--- src/rtl/output_result_divq.sv ---
// Fully pipelined unsigned restoring divider with an output stage that
// rounds (optionally), saturates to QUOT_W bits and flags division by zero.
// A new operand pair is accepted every clock; results leave in issue order
// DIVIDEND_W+1 clocks after StartIn is sampled.
module output_result_divq #(
  parameter int DIVIDEND_W = 28,
  parameter int DIVISOR_W  = 20,
  parameter int QUOT_W     = 8,
  parameter int ROUND_EN   = 1
) (
  input  logic                  clock,
  input  logic                  reset_n,
  input  logic [DIVIDEND_W-1:0] DataIn,
  input  logic                  StartIn,
  input  logic [DIVISOR_W-1:0]  Divisor,
  output logic                  StartOut,
  output logic [QUOT_W-1:0]     DataOut,
  output logic                  Sat,
  output logic                  Div0
);

  localparam int DW = DIVIDEND_W;
  localparam int VW = DIVISOR_W;

  // Largest representable output value, widened to the rounded-quotient width.
  localparam logic [DW:0] QMAX = {{(DW + 1 - QUOT_W){1'b0}}, {QUOT_W{1'b1}}};

  // Rank 0 holds the captured operands; rank i holds the state after i
  // quotient bits have been resolved. The qd word starts as the dividend and
  // is shifted left each stage, the freshly decided quotient bit entering at
  // the bottom, so after DW stages it holds the full quotient.
  logic          vld     [0:DW];
  logic [DW-1:0] qd      [0:DW];
  logic [VW:0]   rem     [0:DW];
  logic [VW-1:0] dvs     [0:DW];

  logic [DW-1:0] qd_nxt  [1:DW];
  logic [VW:0]   rem_nxt [1:DW];

  logic [DW:0]       q_round;
  logic              round_up;
  logic              div0_c;
  logic              sat_c;
  logic [QUOT_W-1:0] data_c;

  // One restoring-division step per stage: bring down the next dividend bit,
  // subtract the divisor when it fits and record the quotient bit.
  always_comb begin
    logic [VW:0] trial;
    logic        take;
    trial = '0;
    take  = 1'b0;
    for (int i = 1; i <= DW; i++) begin
      // The remainder entering a stage is always below the divisor, so its
      // top bit is zero and dropping it before the shift loses nothing.
      trial      = {rem[i-1][VW-1:0], qd[i-1][DW-1]};
      take       = (trial >= {1'b0, dvs[i-1]});
      rem_nxt[i] = take ? (trial - {1'b0, dvs[i-1]}) : trial;
      qd_nxt[i]  = {qd[i-1][DW-2:0], take};
    end
  end

  // Valid token pipeline; reset empties every stage so nothing in flight
  // can reach the output after reset is released.
  always_ff @(posedge clock or negedge reset_n) begin
    if (!reset_n) begin
      for (int i = 0; i <= DW; i++) vld[i] <= 1'b0;
    end else begin
      vld[0] <= StartIn;
      for (int i = 1; i <= DW; i++) vld[i] <= vld[i-1];
    end
  end

  // Arithmetic datapath; each stage keeps its own divisor copy so that
  // back-to-back operands never share state.
  // NOTE: the datapath is deliberately left out of reset -- the valid bits
  // alone decide whether a rank's contents are meaningful, and keeping reset
  // off this wide register array lets it map to plain flops.
  always_ff @(posedge clock) begin
    qd[0]  <= DataIn;
    rem[0] <= '0;
    dvs[0] <= Divisor;
    for (int i = 1; i <= DW; i++) begin
      qd[i]  <= qd_nxt[i];
      rem[i] <= rem_nxt[i];
      dvs[i] <= dvs[i-1];
    end
  end

  // Round half-up on the full-width quotient, then clip or flag div-by-zero.
  always_comb begin
    round_up = (ROUND_EN != 0) && ({rem[DW], 1'b0} >= {2'b00, dvs[DW]});
    q_round  = {1'b0, qd[DW]} + {{DW{1'b0}}, round_up};
    div0_c   = (dvs[DW] == '0);
    sat_c    = !div0_c && (q_round > QMAX);
    data_c   = (div0_c || sat_c) ? {QUOT_W{1'b1}} : q_round[QUOT_W-1:0];
  end

  // Output stage: strobe every valid token, and hold the result fields
  // between strobes.
  // NOTE: non-blocking assignments here and in every clocked block, so each
  // register samples the value from before the edge regardless of block order.
  always_ff @(posedge clock or negedge reset_n) begin
    if (!reset_n) begin
      StartOut <= 1'b0;
      DataOut  <= '0;
      Sat      <= 1'b0;
      Div0     <= 1'b0;
    end else begin
      StartOut <= vld[DW];
      if (vld[DW]) begin
        DataOut <= data_c;
        Sat     <= sat_c;
        Div0    <= div0_c;
      end
    end
  end

endmodule

--- config.mk ---
export PLATFORM = sky130hd
export DESIGN_NAME = output_result_divq
export DESIGN_NICKNAME = d
export VERILOG_FILES = /design/src/rtl/output_result_divq.sv
export SDC_FILE = /design/constraint.sdc
export NUM_CORES = 2
export LEC_CHECK = 0
export CORE_ASPECT_RATIO = 1.2
export CORE_MARGIN = 5
export CORE_UTILIZATION = 35
export DETAILED_ROUTE_END_ITERATION = 6
export PLACE_DENSITY = 0.54
export SLEW_MARGIN = 25
export SYNTH_ARGS = -nofsm -noshare
export SYNTH_HDL_FRONTEND = slang
export SYNTH_SLANG_ARGS = --single-unit
--- constraint.sdc ---
create_clock -name clock -period 4.7 [get_ports clock]
set_clock_uncertainty 0.1 [all_clocks]
set_input_delay 0.47 -clock clock [delete_from_list [all_inputs] [get_ports clock]]
set_output_delay 0.47 -clock clock [all_outputs]
set_load 0.03 [all_outputs]
==> results.md <==
- # port buffers: between 60 and 70
- Syn Std Cell Area: between 70000 and 80000 um^2
- Drt pass-1 iters: 5
- First-pass GRT wire length: 262.7 mm
- Final Core Density: 40.69%
- Starting Density: 35.12%
- R2R cell count: 19
- Unrepaired setup endpoints after global routing: no
- Final Cycle Share: ~93%
- Dpl cells: around 10000
- Area contributors post-synth: dfxtp_1, ha_1, inv_1
- Post-CTS Setup Bufs: 0
- CTS Root Cell: clkbuf_16
- GRT Max-Usage Layer: met2
- Fin crit period: roughly 4.4 ns
- Top-area cell type share of the netlist area: ~52%
- Synth Net Count: 7839
- CTS tree: yes
- Fin cells: 10450
- R2R setup slack: about 0.35 ns
- Area grow syn2layout: 15.86%
- Reg clk slew, reported paths: roughly 0.06 ns
- Worst skew pair latency: 0.86 ns
- TNS Setup: 0 ns
- Slew HR: between 40% and 50%
- Final HPWL DP: 125.2 mm
- Endpoints failing setup: 0
- Max-slew violations: 0
- IO Pins: 62
- Die width: 432.9 um
- Share of cells above drive strength 1: between 8 and 9%
- R2R Path End: DataOut[1]
- Area leader, netlist: dfxtp_1
- Core area: 213900 um^2
- Initial antenna violation count: 1
- Inserted Clock Buffers: between 200 and 250
- CP Data Arrival Time: roughly 5 ns
- Grt met3 use: under 10%
- Startpoint types: register
- Hold WC Path Type: primary input to async pin
- Die area: around 220000 um^2
- Final hold slack: just under 0.07 ns
- Max Root-Sink Buffers: 3
- Synth Register Bits: 1993
- Vias in the first global route: approximately 50000
- Max VDD drop: 0.3406 mV
- GRT Total Usage: 14.52%
- F_max: around 0.23 GHz
- Commonest non-fill, non-tap cells in the layout: dfxtp_1, inv_1, ha_1
- Data required, critical path: between 5 and 6 ns
- Commonest non-fill, non-tap cell in the layout: dfxtp_1
- WL/cell: around 16 um
- EDFF count, synth: 0
- Largest net degree at the start of global routing: approximately 40
- Fraction of registers with async set or reset after synthesis: under 10%
- DRC violations left: 0
- Pwr per Cell Area: between 500 and 600 nW/um^2
- Main synth FF type: dfxtp_1
- Worst R2R Start: dvs[28][7]
- H-tree levels: 4
- Total number of vias: roughly 50000
- Crit Path Class: register to register
- Grt met2 use: a little over a quarter
- Routed wire length: 164.4 mm
- Die height: 517.4 um
- Clock sink count: between 1500 and 2000
- DRT iter0 DRCs: around 2600
- Vias per cell: 4.782
- Crit end category: register
- Final-stage net count: ~8100
- Status: completed
- Max FO, Critical Path: 8
- Total grt overflow: 0
- Placement row count: about 190
- Routability congestion estimate: 0.8951
- Fin. Hold Viols: 0
- Max_cap viols: 0
- Antenna Nets Post-Route: 0
- Power Total: approximately 50 mW
- Seq/Total Area, Yosys: between 50 and 60%
- Post-Syn Instances: between 7000 and 8000
- Post-synthesis cell type count: 80
- Yosys warns: 0
- Leakage power: 39.02 nW
- Tightest Pin Transition: 0.7848 ns
- Synth Area per Inst: approximately 10 um^2
- GR Layer Usage met1: between 10% and 20%
==> metal layers <==
metal / up-vias / part of all wire, %
met3: 366 / 3.5
li1: 25330 / -
met1: 23390 / 41
met2: 872 / 51
met4: 0 / 4.1
met5: - / 0
==> Yosys cell counts (all sizes together), types with 37 or more instances <==
cell,number
xnor2,216
inv,749
mux2i,49
o21ai,363
dfrtp,40
buf,47
a21oi,389
clkbuf,60
dfxtp,1953
ha,563
nand2b,83
o21a,177
a31oi,61
nor3,137
nand4,107
nand2,450
nand3,97
a21o,169
xor2,140
o21bai,84
mux2,237
o31ai,63
nor2,344
nor2b,84
and4,37
==> sequential cells by signal, indices dropped and copies added (netlist names) <==
name	flops
Div0	1
rem	561
Sat	1
DataOut	8
StartOut	1
vld	29
dvs	580
qd	812
==> final cells by class <==
class	count	area (um^2)
timing repair buffer	159	1469
tap	2820	3528
antenna	1	2.502
fill	20430	126900
sequential	1993	40100
multi-input combinational	4349	31890
clock inverter	106	1526
inverter	749	2811
clock buffer	271	5697
==> critical path, stage by stage, from the launching register on <==
cell	delay, ns
dfxtp_1	0.35
inv_1	0.05
ha_1	0.30
a21o_1	0.18
a21o_1	0.18
a21oi_2	0.16
o21ai_2	0.09
a221oi_2	0.29
nor2_1	0.10
o311ai_1	0.28
nand2_1	0.18
ha_2	0.25
and2_1	0.17
and4_4	0.20
a21o_1	0.18
a2111oi_2	0.28
o21ai_1	0.16
nor4_4	0.30
nand4b_4	0.21
o22a_1	0.22
==> how the worst max path moves through the flow <==
stage          depth (start not counted)  slack [ns]          to  startpoint
4_1_cts                               20       0.005  DataOut[7]  dvs[28][3]
3_5_place_dp                          20       -0.05  DataOut[7]  dvs[28][3]
5_1_grt                               19       0.007  DataOut[7]  dvs[28][7]
6_report                              19        0.35  DataOut[1]  dvs[28][7]
3_3_place_gp                          19       -0.11  DataOut[0]  dvs[28][3]
2_1_floorplan                         20        0.57  DataOut[0]  dvs[28][3]
==> metrics by stage <==
stage / cell area, um^2 / worst slack (ns)
global route: 87020 / 0.006949
detailed placement: 79250 / -0.04695
CTS: 86970 / 0.005467
finish: 87020 / 0.3461
floorplan: 75100 / 0.5685
global placement: 79250 / -0.1082
==> where the power goes <==
| group | total [mW] | switching, mW | internal [mW] |
|---|---|---|---|
| sequential | 20.3 | 1.26 | 19.1 |
| clock | 16.8 | 6.92 | 9.90 |
| combinational | 13.8 | 7.39 | 6.43 |
| total | 51.0 | 15.6 | 35.4 |
==> cells by family (layout without fill, tap and decap cells) <==
logic type / Yosys count / in the layout / share of synthesized area [%]
flops: 1993 / 1993 / 53.39
fa+ha+maj: 590 / 590 / 10.10
simple gates: 1523 / 1523 / 9.947
compound gates: 1594 / 1594 / 13.83
buf+inv: 856 / 1285 / 4.378
mux: 286 / 286 / 4.207
other cells: 0 / 1 / 0
xor+xnor: 356 / 356 / 4.152
==> timing repair <==
| item | CTS | global route |
|---|---|---|
| resized for setup | 1 | 8 |
| endpoints found under the setup margin | 9 | 9 |
| endpoints found under the hold margin | 89 | 0 |
| pin swaps | 1 | 13 |
| hold buffers | 50 | 0 |
Power figures use the tool's default switching activity.
